File: config.mk
export PLATFORM = sky130hd
export DESIGN_NAME = mem_port_arbiter_flat
export DESIGN_NICKNAME = d
export VERILOG_FILES = /design/src/rtl/mem_port_arbiter_if.sv /design/src/rtl/mem_port_arbiter.sv /design/src/flat_wrapper.sv
export SDC_FILE = /design/constraint.sdc
export NUM_CORES = 1
export LEC_CHECK = 0
export BUFFER_PORTS_ARGS = -buffer_cell sky130_fd_sc_hd__buf_2
export CAP_MARGIN = 20
export CORE_MARGIN = 2
export CORE_UTILIZATION = 49
export CTS_BUF_LIST = sky130_fd_sc_hd__clkbuf_4 sky130_fd_sc_hd__clkbuf_8
export CTS_CLUSTER_SIZE = 28
export DETAILED_ROUTE_END_ITERATION = 8
export PLACE_DENSITY = 0.82
export RECOVER_POWER = 100
export SETUP_SLACK_MARGIN = 0.4
export SLEW_MARGIN = 20
export SYNTH_ARGS = -nofsm -noshare
export SYNTH_HDL_FRONTEND = slang
export SYNTH_SLANG_ARGS = --single-unit
File: constraint.sdc
create_clock -name clk -period 2.1 [get_ports clk]
set_input_delay 0.315 -clock clk [delete_from_list [all_inputs] [get_ports clk]]
set_output_delay 0.315 -clock clk [all_outputs]
set_load 0.05 [all_outputs]
File: src/rtl/mem_port_arbiter_if.sv
// mem_port_arbiter_if
//   Bundles the fetch (if_*), data (dm_*) and memory (mem_*) handshakes of the
//   shared memory port, plus the hazard-unit stall flags and the watchdog error.
//   slave  : arbiter view (requests and memory responses in, results out)
//   master : environment view (core stages and memory model)
interface mem_port_arbiter_if #(
    parameter int unsigned ADDR_W = 32,
    parameter int unsigned DATA_W = 32
);
    // Fetch stage
    logic              if_req;
    logic [ADDR_W-1:0] if_addr;
    logic              if_kill;
    logic [DATA_W-1:0] if_rdata;
    logic              if_ready;
    // Memory stage
    logic              dm_req;
    logic              dm_we;
    logic [ADDR_W-1:0] dm_addr;
    logic [DATA_W-1:0] dm_wdata;
    logic [DATA_W-1:0] dm_rdata;
    logic              dm_ready;
    // Memory
    logic              mem_req;
    logic              mem_we;
    logic [ADDR_W-1:0] mem_addr;
    logic [DATA_W-1:0] mem_wdata;
    logic [DATA_W-1:0] mem_rdata;
    logic              mem_ack;
    // Hazard unit / status
    logic              stall_if;
    logic              stall_dm;
    logic              timeout_err;

    modport slave (
        input  if_req, if_addr, if_kill,
        output if_rdata, if_ready,
        input  dm_req, dm_we, dm_addr, dm_wdata,
        output dm_rdata, dm_ready,
        output mem_req, mem_we, mem_addr, mem_wdata,
        input  mem_rdata, mem_ack,
        output stall_if, stall_dm, timeout_err
    );

    modport master (
        output if_req, if_addr, if_kill,
        input  if_rdata, if_ready,
        output dm_req, dm_we, dm_addr, dm_wdata,
        input  dm_rdata, dm_ready,
        input  mem_req, mem_we, mem_addr, mem_wdata,
        output mem_rdata, mem_ack,
        input  stall_if, stall_dm, timeout_err
    );
endinterface

File: src/rtl/mem_port_arbiter.sv
// mem_port_arbiter
//   Shares one single-ported memory between the fetch stage (IF) and the memory
//   stage (DM). Round-robin arbitration on conflict, one access in flight at a
//   time, an 8-bit watchdog per access, and IF kill that drops an access result.
// Ports:
//   clk   : system clock, rising edge
//   reset : asynchronous active-low reset
//   bus   : mem_port_arbiter_if.slave (IF/DM requesters, memory, stalls, error)
module mem_port_arbiter #(
    parameter int unsigned ADDR_W  = 32,
    parameter int unsigned DATA_W  = 32,
    parameter int unsigned TIMEOUT = 15
) (
    input logic                  clk,
    input logic                  reset,
    mem_port_arbiter_if.slave    bus
);

    typedef enum logic [1:0] {StIdle, StBusyIf, StBusyDm} arbState_t;

    // Watchdog fires when the count would step onto TIMEOUT.
    localparam logic [7:0] WdLast = 8'(TIMEOUT - 1);

    arbState_t         state;
    logic              lastGrantDm;
    logic              discard;
    logic [7:0]        wdCnt;
    logic              timeoutErr;
    logic              memReq;
    logic              memWe;
    logic [ADDR_W-1:0] memAddr;
    logic [DATA_W-1:0] memWdata;
    logic              ifReady;
    logic              dmReady;
    logic [DATA_W-1:0] ifRdata;
    logic [DATA_W-1:0] dmRdata;

    logic              ifElig;
    logic              dmElig;
    logic              grantDm;
    logic              finish;
    logic              ifDrop;
    logic [DATA_W-1:0] respData;

    assign ifElig   = bus.if_req & ~ifReady & ~bus.if_kill;
    assign dmElig   = bus.dm_req & ~dmReady;
    // On conflict the side not granted last wins.
    assign grantDm  = dmElig & (~ifElig | ~lastGrantDm);
    // Ack takes priority over the watchdog; an expired access returns zero.
    assign finish   = bus.mem_ack | (wdCnt == WdLast);
    assign respData = bus.mem_ack ? bus.mem_rdata : '0;
    // A kill in the completing cycle still suppresses the result.
    assign ifDrop   = discard | bus.if_kill;

    always_ff @(posedge clk or negedge reset) begin
        if (!reset) begin
            state       <= StIdle;
            lastGrantDm <= 1'b0;
            discard     <= 1'b0;
            wdCnt       <= '0;
            timeoutErr  <= 1'b0;
            memReq      <= 1'b0;
            memWe       <= 1'b0;
            memAddr     <= '0;
            memWdata    <= '0;
            ifReady     <= 1'b0;
            dmReady     <= 1'b0;
            ifRdata     <= '0;
            dmRdata     <= '0;
        end else begin
            ifReady <= 1'b0;
            dmReady <= 1'b0;
            case (state)
                StIdle: begin
                    discard <= 1'b0;
                    if (grantDm) begin
                        state       <= StBusyDm;
                        memReq      <= 1'b1;
                        memWe       <= bus.dm_we;
                        memAddr     <= bus.dm_addr;
                        memWdata    <= bus.dm_wdata;
                        lastGrantDm <= 1'b1;
                        wdCnt       <= '0;
                    end else if (ifElig) begin
                        state       <= StBusyIf;
                        memReq      <= 1'b1;
                        memWe       <= 1'b0;
                        memAddr     <= bus.if_addr;
                        lastGrantDm <= 1'b0;
                        wdCnt       <= '0;
                    end
                end
                StBusyIf, StBusyDm: begin
                    if (finish) begin
                        state   <= StIdle;
                        memReq  <= 1'b0;
                        discard <= 1'b0;
                        if (!bus.mem_ack) begin
                            timeoutErr <= 1'b1;
                        end
                        if (state == StBusyIf) begin
                            if (!ifDrop) begin
                                ifRdata <= respData;
                                ifReady <= 1'b1;
                            end
                        end else begin
                            // An acked store leaves the load data register alone.
                            if (!(memWe && bus.mem_ack)) begin
                                dmRdata <= respData;
                            end
                            dmReady <= 1'b1;
                        end
                    end else begin
                        wdCnt <= wdCnt + 8'd1;
                        if (state == StBusyIf && bus.if_kill) begin
                            discard <= 1'b1;
                        end
                    end
                end
                default: state <= StIdle;
            endcase
        end
    end

    assign bus.mem_req     = memReq;
    assign bus.mem_we      = memWe;
    assign bus.mem_addr    = memAddr;
    assign bus.mem_wdata   = memWdata;
    assign bus.if_ready    = ifReady;
    assign bus.if_rdata    = ifRdata;
    assign bus.dm_ready    = dmReady;
    assign bus.dm_rdata    = dmRdata;
    assign bus.timeout_err = timeoutErr;
    assign bus.stall_if    = bus.if_req & ~ifReady;
    assign bus.stall_dm    = bus.dm_req & ~dmReady;

endmodule

File: src/flat_wrapper.sv
// flat-port wrapper written by rule: the top's interface ports become plain ports
module mem_port_arbiter_flat 
#(
    parameter int unsigned ADDR_W  = 32,
    parameter int unsigned DATA_W  = 32,
    parameter int unsigned TIMEOUT = 15
)
  (clk, reset, bus_if_req, bus_if_addr, bus_if_kill, bus_if_rdata, bus_if_ready, bus_dm_req, bus_dm_we, bus_dm_addr, bus_dm_wdata, bus_dm_rdata, bus_dm_ready, bus_mem_req, bus_mem_we, bus_mem_addr, bus_mem_wdata, bus_mem_rdata, bus_mem_ack, bus_stall_if, bus_stall_dm, bus_timeout_err);
  mem_port_arbiter_if #(.ADDR_W(ADDR_W), .DATA_W(DATA_W)) bus_i ();
  input logic clk;
  input logic reset;
  input wire logic [$bits(bus_i.if_req)-1:0] bus_if_req;
  input wire logic [$bits(bus_i.if_addr)-1:0] bus_if_addr;
  input wire logic [$bits(bus_i.if_kill)-1:0] bus_if_kill;
  output wire logic [$bits(bus_i.if_rdata)-1:0] bus_if_rdata;
  output wire logic [$bits(bus_i.if_ready)-1:0] bus_if_ready;
  input wire logic [$bits(bus_i.dm_req)-1:0] bus_dm_req;
  input wire logic [$bits(bus_i.dm_we)-1:0] bus_dm_we;
  input wire logic [$bits(bus_i.dm_addr)-1:0] bus_dm_addr;
  input wire logic [$bits(bus_i.dm_wdata)-1:0] bus_dm_wdata;
  output wire logic [$bits(bus_i.dm_rdata)-1:0] bus_dm_rdata;
  output wire logic [$bits(bus_i.dm_ready)-1:0] bus_dm_ready;
  output wire logic [$bits(bus_i.mem_req)-1:0] bus_mem_req;
  output wire logic [$bits(bus_i.mem_we)-1:0] bus_mem_we;
  output wire logic [$bits(bus_i.mem_addr)-1:0] bus_mem_addr;
  output wire logic [$bits(bus_i.mem_wdata)-1:0] bus_mem_wdata;
  input wire logic [$bits(bus_i.mem_rdata)-1:0] bus_mem_rdata;
  input wire logic [$bits(bus_i.mem_ack)-1:0] bus_mem_ack;
  output wire logic [$bits(bus_i.stall_if)-1:0] bus_stall_if;
  output wire logic [$bits(bus_i.stall_dm)-1:0] bus_stall_dm;
  output wire logic [$bits(bus_i.timeout_err)-1:0] bus_timeout_err;
  assign bus_i.if_req = bus_if_req;
  assign bus_i.if_addr = bus_if_addr;
  assign bus_i.if_kill = bus_if_kill;
  assign bus_if_rdata = bus_i.if_rdata;
  assign bus_if_ready = bus_i.if_ready;
  assign bus_i.dm_req = bus_dm_req;
  assign bus_i.dm_we = bus_dm_we;
  assign bus_i.dm_addr = bus_dm_addr;
  assign bus_i.dm_wdata = bus_dm_wdata;
  assign bus_dm_rdata = bus_i.dm_rdata;
  assign bus_dm_ready = bus_i.dm_ready;
  assign bus_mem_req = bus_i.mem_req;
  assign bus_mem_we = bus_i.mem_we;
  assign bus_mem_addr = bus_i.mem_addr;
  assign bus_mem_wdata = bus_i.mem_wdata;
  assign bus_i.mem_rdata = bus_mem_rdata;
  assign bus_i.mem_ack = bus_mem_ack;
  assign bus_stall_if = bus_i.stall_if;
  assign bus_stall_dm = bus_i.stall_dm;
  assign bus_timeout_err = bus_i.timeout_err;
  mem_port_arbiter #(.ADDR_W(ADDR_W), .DATA_W(DATA_W), .TIMEOUT(TIMEOUT)) u_core (.clk(clk), .reset(reset), .bus(bus_i));
endmodule
==> flow_metrics.env, run 1 <==
export IMPL_insertion_delay_ns=0.44
export IMPL_drive_gt1_frac=0.302
export IMPL_seq_area_frac_synth=0.593
export IMPL_dieArea_mm2=0.0134
export IMPL_setup_ws_ns=0.265
export IMPL_cp_start_kind="flop"
export IMPL_dpl_hpwl_mm=11.7
export IMPL_final_setup_tns_ns=0
export IMPL_htreeDepth=4
export IMPL_core_area_mm2=0.0121
export IMPL_rsz0062_at_grt="yes"
export IMPL_yosys_top_cells_area="dfrtp_1 (59%), a22o_1 (9.6%), mux2_4 (7.1%)"
export IMPL_wl_per_cell_um=18.1
export IMPL_synth_top_area_share=0.593
export IMPL_yosys_cell_types_count=45
export IMPL_synthCells=457
export IMPL_areaGrowthSynthToFinish_pct=31.7
export IMPL_internal_power_mw=7.44
export IMPL_seq_power_share=0.311
export IMPL_drtIter0Drc=364
export IMPL_synth_area_leader_cell="dfrtp_1"
export IMPL_syn_avg_cell_area_um2=13.4
export IMPL_via_per_inst=5.40
export IMPL_grt_pass1_vias=4870
export IMPL_top_level_ports=270
export IMPL_ys_warn_count=0
export IMPL_yosysMostFrequentCell="dfrtp_1"
export IMPL_cts_buffers=17
export IMPL_num_rows=40
export IMPL_fin_util=0.666
export IMPL_max_slew_margin=0.237
export IMPL_preCtsSetupSlack_ns=0.245
export IMPL_period_share=0.874
export IMPL_required_ns=2.43
export IMPL_tightestPinTransition_ns=1.15
export IMPL_synth_async_reset_ratio=1.00
export IMPL_clockBufferDepth=2
export IMPL_drc=0
export IMPL_setup_viol=0
export IMPL_path_clk_slew_ns=0.08
export IMPL_final_area_mm2=0.00806
export IMPL_hold_path_class="in -> reg"
export IMPL_hold_slack_ns=0.0846
export IMPL_period_needed_ns=1.84
export IMPL_grt_total_usage=0.238
export IMPL_gp_congestion=0.852
export IMPL_synth_commonest_cells="dfrtp_1 (145), a22o_1 (67), nand2_1 (48), mux2i_1 (34), mux2_4 (29)"
export IMPL_drt_total_wl_mm=16.8
export IMPL_synth_cell_area_mm2=0.00612
export IMPL_r2r_slack_ns=0.26
export IMPL_grt_overflow_total=0
export IMPL_grt_max_degree=47
export IMPL_hold_viol_final=0
export IMPL_fp_dieH_um=116
export IMPL_nNetsFinal=892
export IMPL_worstPathMaxFanout=5
export IMPL_vdd_ir_drop_worst_mv=0.904
export IMPL_placed_cell_area_mm2=0.00771
export IMPL_power_density_mw_per_mm2=1950
export IMPL_firstDrtPassIters=4
export IMPL_cts_num_sinks=145
export IMPL_initial_core_util=0.505
export IMPL_clock_skew_ns=0.0141
export IMPL_synth_edf_count=0
export IMPL_synth_nets=598
export IMPL_die_x_um=116
export IMPL_comb_power_share=0.556
export IMPL_slew_violations=0
export IMPL_crit_arrival_ns=2.17
export IMPL_synth_seq_cells=145
export IMPL_status="complete, no violations"
export IMPL_dominantRegCellSynth="dfrtp_1"
export IMPL_drtAntennaViolNets=0
export IMPL_p_leak_nw=3.90
export IMPL_io_buffer_count=269
export IMPL_power_switching_mw=8.27
export IMPL_cts_root_buf="clkbuf_8"
export IMPL_crit_type="reg -> reg"
export IMPL_endpoint_kind="flop"
export IMPL_fmax_mhz=545
export IMPL_grt_pass1_wl_mm=24.3
export IMPL_antenna_found_initial=0
export IMPL_maxCapViolCount=0
export IMPL_swShare=0.527
export IMPL_cts_tree="yes"
export IMPL_nFillCells=979
export IMPL_dr_total_vias=5019
export IMPL_clkPwrFrac=0.133
export IMPL_antenna_cells=0
==> path summary, 6_finish.rpt <==
kind	end	cells past startpoint	from
setup / recovery	u_core.wdCnt[0]	4	u_core.bus.if_ready
hold / removal	u_core.bus.mem_wdata[23]	2	bus_dm_wdata[23]
setup reg to reg	u_core.wdCnt[0]	4	u_core.bus.if_ready
hold reg to reg	u_core.bus.timeout_err	1	u_core.bus.timeout_err
max in group asynchronous	u_core.bus.mem_wdata[11]	3	reset
min in group asynchronous	u_core.bus.dm_rdata[4]	2	reset
==> per-layer routing <==
metal  GRT usage  vias up  share of wire
li1            -     2264              -
met1       0.278     2443           0.39
met2       0.401      276           0.50
met3      0.0717       36          0.082
met4       0.116        0          0.027
met5           0        -              0
==> cells by family after synthesis <==
family          synth area share
buf+inv                   0.0376
simple gates              0.0675
flops                      0.593
compound gates             0.158
mux                        0.132
fa+ha+maj                 0.0123
==> power by group through the flow <==
stage,clock [mW],combinational [mW],sequential [mW]
finish,2.09,8.74,4.88
global route,2.24,9.18,5.01
CTS,2.13,9.13,4.83
detailed placement,0,8.97,4.85
global placement,0,8.80,4.82
floorplan,0,2.67,9.03
==> worst max-delay path: stages, from the launching register on <==
cell and delay, ns:
dfrtp_2 0.43, or3b_4 0.43, a31oi_1 0.51, o22ai_1 0.15, a41o_1 0.21
==> stage by stage <==
stage | std cells | power, mW
after global placement | 878 | 13.6
after CTS | 916 | 16.1
after global routing | 930 | 16.4
after floorplan | 457 | 11.7
final | 930 | 15.7
after detailed placement | 878 | 13.8
==> state kept, by name (all words and copies together), names as in the netlist <==
name                    flops
u_core.wdCnt                8
u_core.bus.mem_we           1
u_core.bus.if_ready         1
u_core.bus.mem_wdata       32
u_core.bus.mem_req          1
u_core.discard              1
u_core.bus.if_rdata        32
u_core.bus.mem_addr        32
u_core.state                2
u_core.bus.timeout_err      1
u_core.lastGrantDm          1
u_core.bus.dm_ready         1
u_core.bus.dm_rdata        32
==> area by class of cell <==
type / count / area (um2) / share of cell area
sequential: 145 / 3630 / 0.450
inverter: 6 / 23.8 / 0.00295
clock inverter: 11 / 115 / 0.0143
tap: 168 / 210 / 0.0261
multi-input combinational: 276 / 2230 / 0.277
clock buffer: 19 / 255 / 0.0317
timing repair buffer: 305 / 1600 / 0.198
==> layout by cell type, fill, tap and decap left out, types with 5 or more instances in the layout <==
cell / n
clkinv_2: 6
buf_4: 22
clkbuf_1: 134
mux2i_1: 34
mux2_4: 6
buf_12: 8
a22o_1: 67
clkbuf_8: 18
dfrtp_1: 143
nand2_1: 48
mux2_1: 23
o21ai_0: 31
inv_1: 5
o21ai_1: 6
buf_2: 133
==> timing repair <==
item / CTS / global route
hold buffers: 1 / 0
hold endpoints to repair: 39 / 0
setup endpoints to repair: 111 / 90
setup buffers: 7 / 10
gates resized for setup: 7 / 13
pin swaps: 1 / 6
gates cloned: 0 / 4
(Power assumes the default switching activity.)
==> inputs of run 2 (changes only) <==
--- a/config.mk
+++ b/config.mk
@@ -7,6 +7,7 @@
 export LEC_CHECK = 0
 export BUFFER_PORTS_ARGS = -buffer_cell sky130_fd_sc_hd__buf_2
 export CAP_MARGIN = 20
+export CORE_ASPECT_RATIO = 1.1
 export CORE_MARGIN = 2
 export CORE_UTILIZATION = 49
 export CTS_BUF_LIST = sky130_fd_sc_hd__clkbuf_4 sky130_fd_sc_hd__clkbuf_8
==> run 2 against run 1 <==
- hold slack about the same
- global-route usage down 0.069 points
- total power up 1.9%
- first-iteration DRC count up 28%
- sequential cell count unchanged
- non-clock buffer count up 5
- critical endpoint unchanged
==> flow_metrics.env, run 2 (same netlist as run 1, synthesis figures left out) <==
export IMPL_cts_buffers=17
export IMPL_io_buffer_count=269
export IMPL_final_area_mm2=0.00817
export IMPL_tightestPinTransition_ns=1.07
export IMPL_vdd_ir_drop_worst_mv=1.61
export IMPL_comb_power_share=0.554
export IMPL_dr_total_vias=5050
export IMPL_rsz0062_at_grt="yes"
export IMPL_power_switching_mw=8.41
export IMPL_wl_per_cell_um=19.0
export IMPL_hold_path_class="in -> reg"
export IMPL_dieArea_mm2=0.0134
export IMPL_max_slew_margin=0.288
export IMPL_dp_cells=859
export IMPL_cp_start_kind="flop"
export IMPL_final_cell_mix="dfrtp_1 (143), clkbuf_1 (137), buf_2 (133), a22o_1 (67), nand2_1 (48)"
export IMPL_dpl_hpwl_mm=11.2
export IMPL_cp_slowest_cell="a31oi_1"
export IMPL_clock_skew_ns=0.0133
export IMPL_insertion_delay_ns=0.44
export IMPL_cts_tree="yes"
export IMPL_areaGrowthSynthToFinish_pct=33.4
export IMPL_fmax_mhz=530
export IMPL_path_cells="or3b_4 > a31oi_1 > o22ai_1 > a41o_1"
export IMPL_die_x_um=111
export IMPL_crit_type="reg -> reg"
export IMPL_maxCapViolCount=0
export IMPL_max_stage_delay_ns=0.48
export IMPL_grt_max_degree=73
export IMPL_final_setup_tns_ns=0
export IMPL_worstPathMaxFanout=5
export IMPL_core_area_mm2=0.0121
export IMPL_path_clk_slew_ns=0.08
export IMPL_power_density_mw_per_mm2=1960
export IMPL_internal_power_mw=7.59
export IMPL_clockBufferDepth=2
export IMPL_fp_dieH_um=121
export IMPL_cts_num_sinks=145
export IMPL_slew_violations=0
export IMPL_grt_pass1_vias=4964
export IMPL_hold_slack_ns=0.0846
export IMPL_p_leak_nw=3.96
export IMPL_top_level_ports=270
export IMPL_placed_cell_area_mm2=0.00766
export IMPL_htreeDepth=4
export IMPL_preCtsSetupSlack_ns=0.112
export IMPL_nNetsFinal=896
export IMPL_period_share=0.898
export IMPL_setup_viol=0
export IMPL_grt_total_usage=0.237
export IMPL_cts_root_buf="clkbuf_8"
export IMPL_setup_ws_ns=0.214
export IMPL_crit_arrival_ns=2.21
export IMPL_drc=0
export IMPL_drive_gt1_frac=0.316
export IMPL_drtAntennaViolNets=0
export IMPL_grt_pass1_wl_mm=25.3
export IMPL_hold_viol_final=0
export IMPL_antenna_cells=0
export IMPL_endpoint_kind="flop"
export IMPL_required_ns=2.43
export IMPL_clkPwrFrac=0.140
export IMPL_swShare=0.526
export IMPL_firstDrtPassIters=5
export IMPL_period_needed_ns=1.89
export IMPL_via_per_inst=5.48
export IMPL_antenna_found_initial=0
export IMPL_num_rows=42
export IMPL_final_common_cell="dfrtp_1"
export IMPL_drtIter0Drc=465
export IMPL_grt_overflow_total=0
export IMPL_status="complete, no violations"
export IMPL_drt_total_wl_mm=17.6
export IMPL_initial_core_util=0.504
export IMPL_r2r_slack_ns=0.21
export IMPL_seq_power_share=0.306
export IMPL_gp_congestion=0.884
export IMPL_final_cells=922
## run 2: critical path, delay by kind of cell, from the launching register on
family,cells,cell delay (ns)
AND/OR/NAND/NOR,1,0.46
flip-flops,1,0.45
AO/OA/AOI/OAI,3,0.86
## run 2: area by class of cell
| type | instances | area [um2] |
|---|---|---|
| Clock buffer | 21 | 277 |
| Inverter | 6 | 26.3 |
| Fill cell | 970 | 3970 |
| Clock inverter | 11 | 130 |
| Sequential cell | 145 | 3630 |
| Multi-Input combinational cell | 275 | 2250 |
| Tap cell | 154 | 193 |
| Timing Repair Buffer | 310 | 1660 |
## run 2: path summary, 6_finish.rpt
check                                  startpoint                        to  depth (start not counted)
setup / recovery              u_core.bus.if_ready           u_core.wdCnt[0]                          4
hold / removal                   bus_dm_wdata[15]  u_core.bus.mem_wdata[15]                          2
setup reg to reg              u_core.bus.if_ready           u_core.wdCnt[0]                          4
hold reg to reg            u_core.bus.mem_addr[4]    u_core.bus.mem_addr[4]                          2
max in group asynchronous                   reset   u_core.bus.if_rdata[26]                          3
min in group asynchronous                   reset   u_core.bus.if_rdata[14]                          2
## run 2: metrics by stage
stage                     power [mW]   util
after floorplan                 11.7      -
after global placement          13.6  0.631
after detailed placement        13.8  0.631
after CTS                       16.2  0.672
after global routing            16.7  0.673
final                           16.0  0.673
## run 2: repair_timing
| action | CTS | global route |
|---|---|---|
| gates resized for setup | 16 | 13 |
| pin swaps | 1 | 42 |
| hold endpoints to repair | 28 | 0 |
| setup buffers | 3 | 14 |
| hold buffers | 1 | 0 |
| endpoints found under the setup margin | 102 | 93 |
| gates cloned | 0 | 13 |
## run 2: metal layers
layer  vias up  global-route usage  part of all wire
met5         -                   0                 0
met4         0              0.0906             0.025
met3        38              0.0694             0.080
met2       307               0.396              0.50
met1      2441               0.293              0.40
li1       2264                   -                 -
## run 2: power by group through the flow
stage	Sequential (mW)	Clock [mW]	Combinational [mW]
2_1_floorplan	9.03	0	2.67
3_3_place_gp	4.81	0	8.75
3_5_place_dp	4.86	0	8.92
4_1_cts	4.83	2.29	9.08
5_1_grt	5.02	2.43	9.28
6_report	4.89	2.24	8.87
==> inputs of run 3 (changes only) <==
--- a/config.mk
+++ b/config.mk
@@ -5,15 +5,16 @@
 export SDC_FILE = /design/constraint.sdc
 export NUM_CORES = 1
 export LEC_CHECK = 0
+export ABC_AREA = 1
 export BUFFER_PORTS_ARGS = -buffer_cell sky130_fd_sc_hd__buf_2
 export CAP_MARGIN = 20
 export CORE_ASPECT_RATIO = 1.1
 export CORE_MARGIN = 2
-export CORE_UTILIZATION = 49
+export CORE_UTILIZATION = 50
 export CTS_BUF_LIST = sky130_fd_sc_hd__clkbuf_4 sky130_fd_sc_hd__clkbuf_8
 export CTS_CLUSTER_SIZE = 28
 export DETAILED_ROUTE_END_ITERATION = 8
-export PLACE_DENSITY = 0.82
+export PLACE_DENSITY = 0.83
 export RECOVER_POWER = 100
 export SETUP_SLACK_MARGIN = 0.4
 export SLEW_MARGIN = 20
==> run 3 against run 2 <==
- area after synthesis increased by 3.9%
- sequential power decreased by 4%
- clock power about the same
- critical path type unchanged
- largest cell class unchanged
- largest power group unchanged
- highest routed layer is now met5
==> flow_metrics.env, run 3 <==
export IMPL_synthCells=758
export IMPL_r2r_start="u_core.state[1]"
export IMPL_tightestPinTransition_ns=0.811
export IMPL_required_ns=2.42
export IMPL_synth_xor_area_share=0.00275
export IMPL_period_needed_ns=1.86
export IMPL_core_area_mm2=0.0125
export IMPL_power_density_mw_per_mm2=1800
export IMPL_yosys_top_cells_area="dfrtp_1 (57%), nand2_1 (24%), nand3_1 (3.3%)"
export IMPL_maxCapViolCount=0
export IMPL_crit_type="reg -> reg"
export IMPL_via_per_inst=5.11
export IMPL_dieArea_mm2=0.0136
export IMPL_preCtsSetupSlack_ns=0.247
export IMPL_io_buffer_count=269
export IMPL_swShare=0.559
export IMPL_synth_fa_ha_area_frac=0.0118
export IMPL_cp_slowest_cell="dfrtp_1"
export IMPL_yosysMostFrequentCell="nand2_1"
export IMPL_power_switching_mw=8.35
export IMPL_cts_buffers=17
export IMPL_p_leak_nw=4.42
export IMPL_synth_top_area_share=0.571
export IMPL_wl_per_cell_um=15.5
export IMPL_seq_power_share=0.315
export IMPL_path_delay_family="simple AND/OR/NAND/NOR gates"
export IMPL_synth_edf_count=0
export IMPL_multi_input_area_mm2=0.00251
export IMPL_drt_total_wl_mm=18.6
export IMPL_synth_top_family_by_area="simple AND/OR/NAND/NOR gates"
export IMPL_seq_area_frac_synth=0.571
export IMPL_r2r_end="u_core.bus.if_rdata[15]"
export IMPL_final_common_cell="nand2_1"
export IMPL_synth_commonest_cells="nand2_1 (408), dfrtp_1 (145), nand3_1 (42), o21ai_1 (41), o21ai_2 (23)"
export IMPL_r2r_slack_ns=0.24
export IMPL_drtAntennaViolNets=0
export IMPL_areaGrowthSynthToFinish_pct=30.4
export IMPL_crit_arrival_ns=2.19
export IMPL_syn_avg_cell_area_um2=8.39
export IMPL_final_area_mm2=0.00829
export IMPL_hold_path_startpoint="bus_dm_wdata[9]"
export IMPL_hold_path_class="in -> reg"
export IMPL_cp_start_kind="flop"
export IMPL_final_cells=1201
export IMPL_vdd_ir_drop_worst_mv=1.20
export IMPL_worstPathMaxFanout=16
export IMPL_synth_cell_area_mm2=0.00636
export IMPL_cts_num_sinks=145
export IMPL_crit_buf_inv=2
export IMPL_yosys_cell_types_count=25
export IMPL_dpl_hpwl_mm=12.1
export IMPL_endpoint_kind="flop"
export IMPL_grt_overflow_total=0
export IMPL_nNetsFinal=1173
export IMPL_cts_tree="yes"
export IMPL_cts_root_buf="clkbuf_8"
export IMPL_hold_viol_final=0
export IMPL_dr_total_vias=6136
export IMPL_synth_compound_area_frac=0.0746
export IMPL_setup_ws_ns=0.237
export IMPL_num_rows=43
export IMPL_synth_seq_cells=145
export IMPL_fmax_mhz=537
export IMPL_period_share=0.887
export IMPL_hold_slack_ns=0.0784
export IMPL_rsz0062_at_grt="yes"
export IMPL_synth_nets=899
export IMPL_comb_power_share=0.537
export IMPL_drive_gt1_frac=0.226
export IMPL_clkPwrFrac=0.148
export IMPL_slew_violations=0
export IMPL_setup_viol=0
export IMPL_drc=0
export IMPL_nFillCells=1115
export IMPL_max_stage_delay_ns=0.42
export IMPL_clockBufferDepth=2
export IMPL_ys_warn_count=0
export IMPL_path_cells="inv_1 > ha_1 > nand3_2 > clkbuf_16 > nand2_1 > o21ai_2"
export IMPL_final_cell_mix="nand2_1 (399), dfrtp_1 (144), clkbuf_1 (136), buf_2 (133), nand3_1 (43)"
export IMPL_final_setup_tns_ns=0
export IMPL_status="complete, no violations"
export IMPL_drtIter0Drc=427
export IMPL_grt_total_usage=0.246
export IMPL_path_clk_slew_ns=0.09
export IMPL_placed_cell_area_mm2=0.00785
export IMPL_synthSimpleGateAreaFrac=0.295
export IMPL_grt_max_degree=66
export IMPL_power_mw=15.0
export IMPL_firstDrtPassIters=6
export IMPL_hold_end="u_core.bus.mem_wdata[9]"
export IMPL_synth_async_reset_ratio=1.00
export IMPL_grt_pass1_wl_mm=26.8
export IMPL_synth_area_mux_share=0
export IMPL_die_x_um=112
export IMPL_seq_area_mm2=0.00363
export IMPL_gp_congestion=0.866
export IMPL_dominantRegCellSynth="dfrtp_1"
export IMPL_htreeDepth=4
export IMPL_dp_cells=1159
export IMPL_internal_power_mw=6.60
export IMPL_initial_core_util=0.507
export IMPL_fin_util=0.661
export IMPL_top_level_ports=270
export IMPL_insertion_delay_ns=0.43
export IMPL_antenna_cells=0
export IMPL_antenna_found_initial=1
export IMPL_max_slew_margin=0.459
export IMPL_clock_skew_ns=0.0158
export IMPL_synth_area_leader_cell="dfrtp_1"
export IMPL_fp_dieH_um=122
export IMPL_hold_depth=3
export IMPL_grt_pass1_vias=5558
export IMPL_r2r_cells=6
-- run 3: power groups by stage --
stage                     registers (mW)  clock network, mW  logic (mW)
after global placement              4.61                  0        8.10
after CTS                           4.61               2.23        8.31
final                               4.71               2.22        8.03
after detailed placement            4.62                  0        8.26
after global routing                4.84               2.38        8.58
after floorplan                     8.59                  0        2.21
-- run 3: what timing repair did --
item | in CTS | in global routing
hold buffers | 1 | 0
buffers inserted | 2 | 2
endpoints found under the hold margin | 56 | 0
gates resized for setup | 7 | 40
endpoints found under the setup margin | 33 | 115
pin swaps | 0 | 3
cloned | 0 | 6
-- run 3: routing by layer --
layer / vias up / GRT usage / routed length (um)
li1: 2926 / - / -
met1: 2828 / 0.318 / 7500
met2: 326 / 0.417 / 9070
met3: 54 / 0.0578 / 1420
met4: 2 / 0.0802 / 608
met5: - / 0 / 11
-- run 3: layout make-up --
| type | count | share of cell area |
|---|---|---|
| inverter | 20 | 0.00936 |
| multi-input combinational | 554 | 0.303 |
| clock inverter | 13 | 0.0183 |
| sequential | 145 | 0.438 |
| tap | 157 | 0.0237 |
| clock buffer | 18 | 0.0299 |
| timing repair buffer | 294 | 0.178 |
-- run 3: worst reg2reg max path, cell delays in order, from the launching register on --
cell and delay [ns]:
dfrtp_1 0.42, inv_1 0.10, ha_1 0.42, nand3_2 0.34
clkbuf_16 0.32, nand2_1 0.10, o21ai_2 0.06
-- run 3: cell families (layout without fill, tap and decap cells) --
logic type	Yosys count	in the layout
compound gates	73	73
xor+xnor	2	2
fa+ha+maj	6	6
buf+inv	59	345
flops	145	145
simple gates	473	473
-- run 3: worst max path at each step --
stage                     slack [ns]  depth (start not counted)                  endpoint           startpoint
after floorplan                 0.44                          8  u_core.bus.mem_wdata[10]  u_core.bus.if_ready
after global placement          0.38                          6   u_core.bus.dm_rdata[25]      u_core.state[0]
after detailed placement        0.25                          6   u_core.bus.dm_rdata[22]      u_core.state[0]
after CTS                       0.45                          8   u_core.bus.if_rdata[14]      u_core.wdCnt[0]
after global routing            0.16                          7   u_core.bus.if_rdata[15]      u_core.wdCnt[5]
final                           0.24                          6   u_core.bus.if_rdata[15]      u_core.state[1]
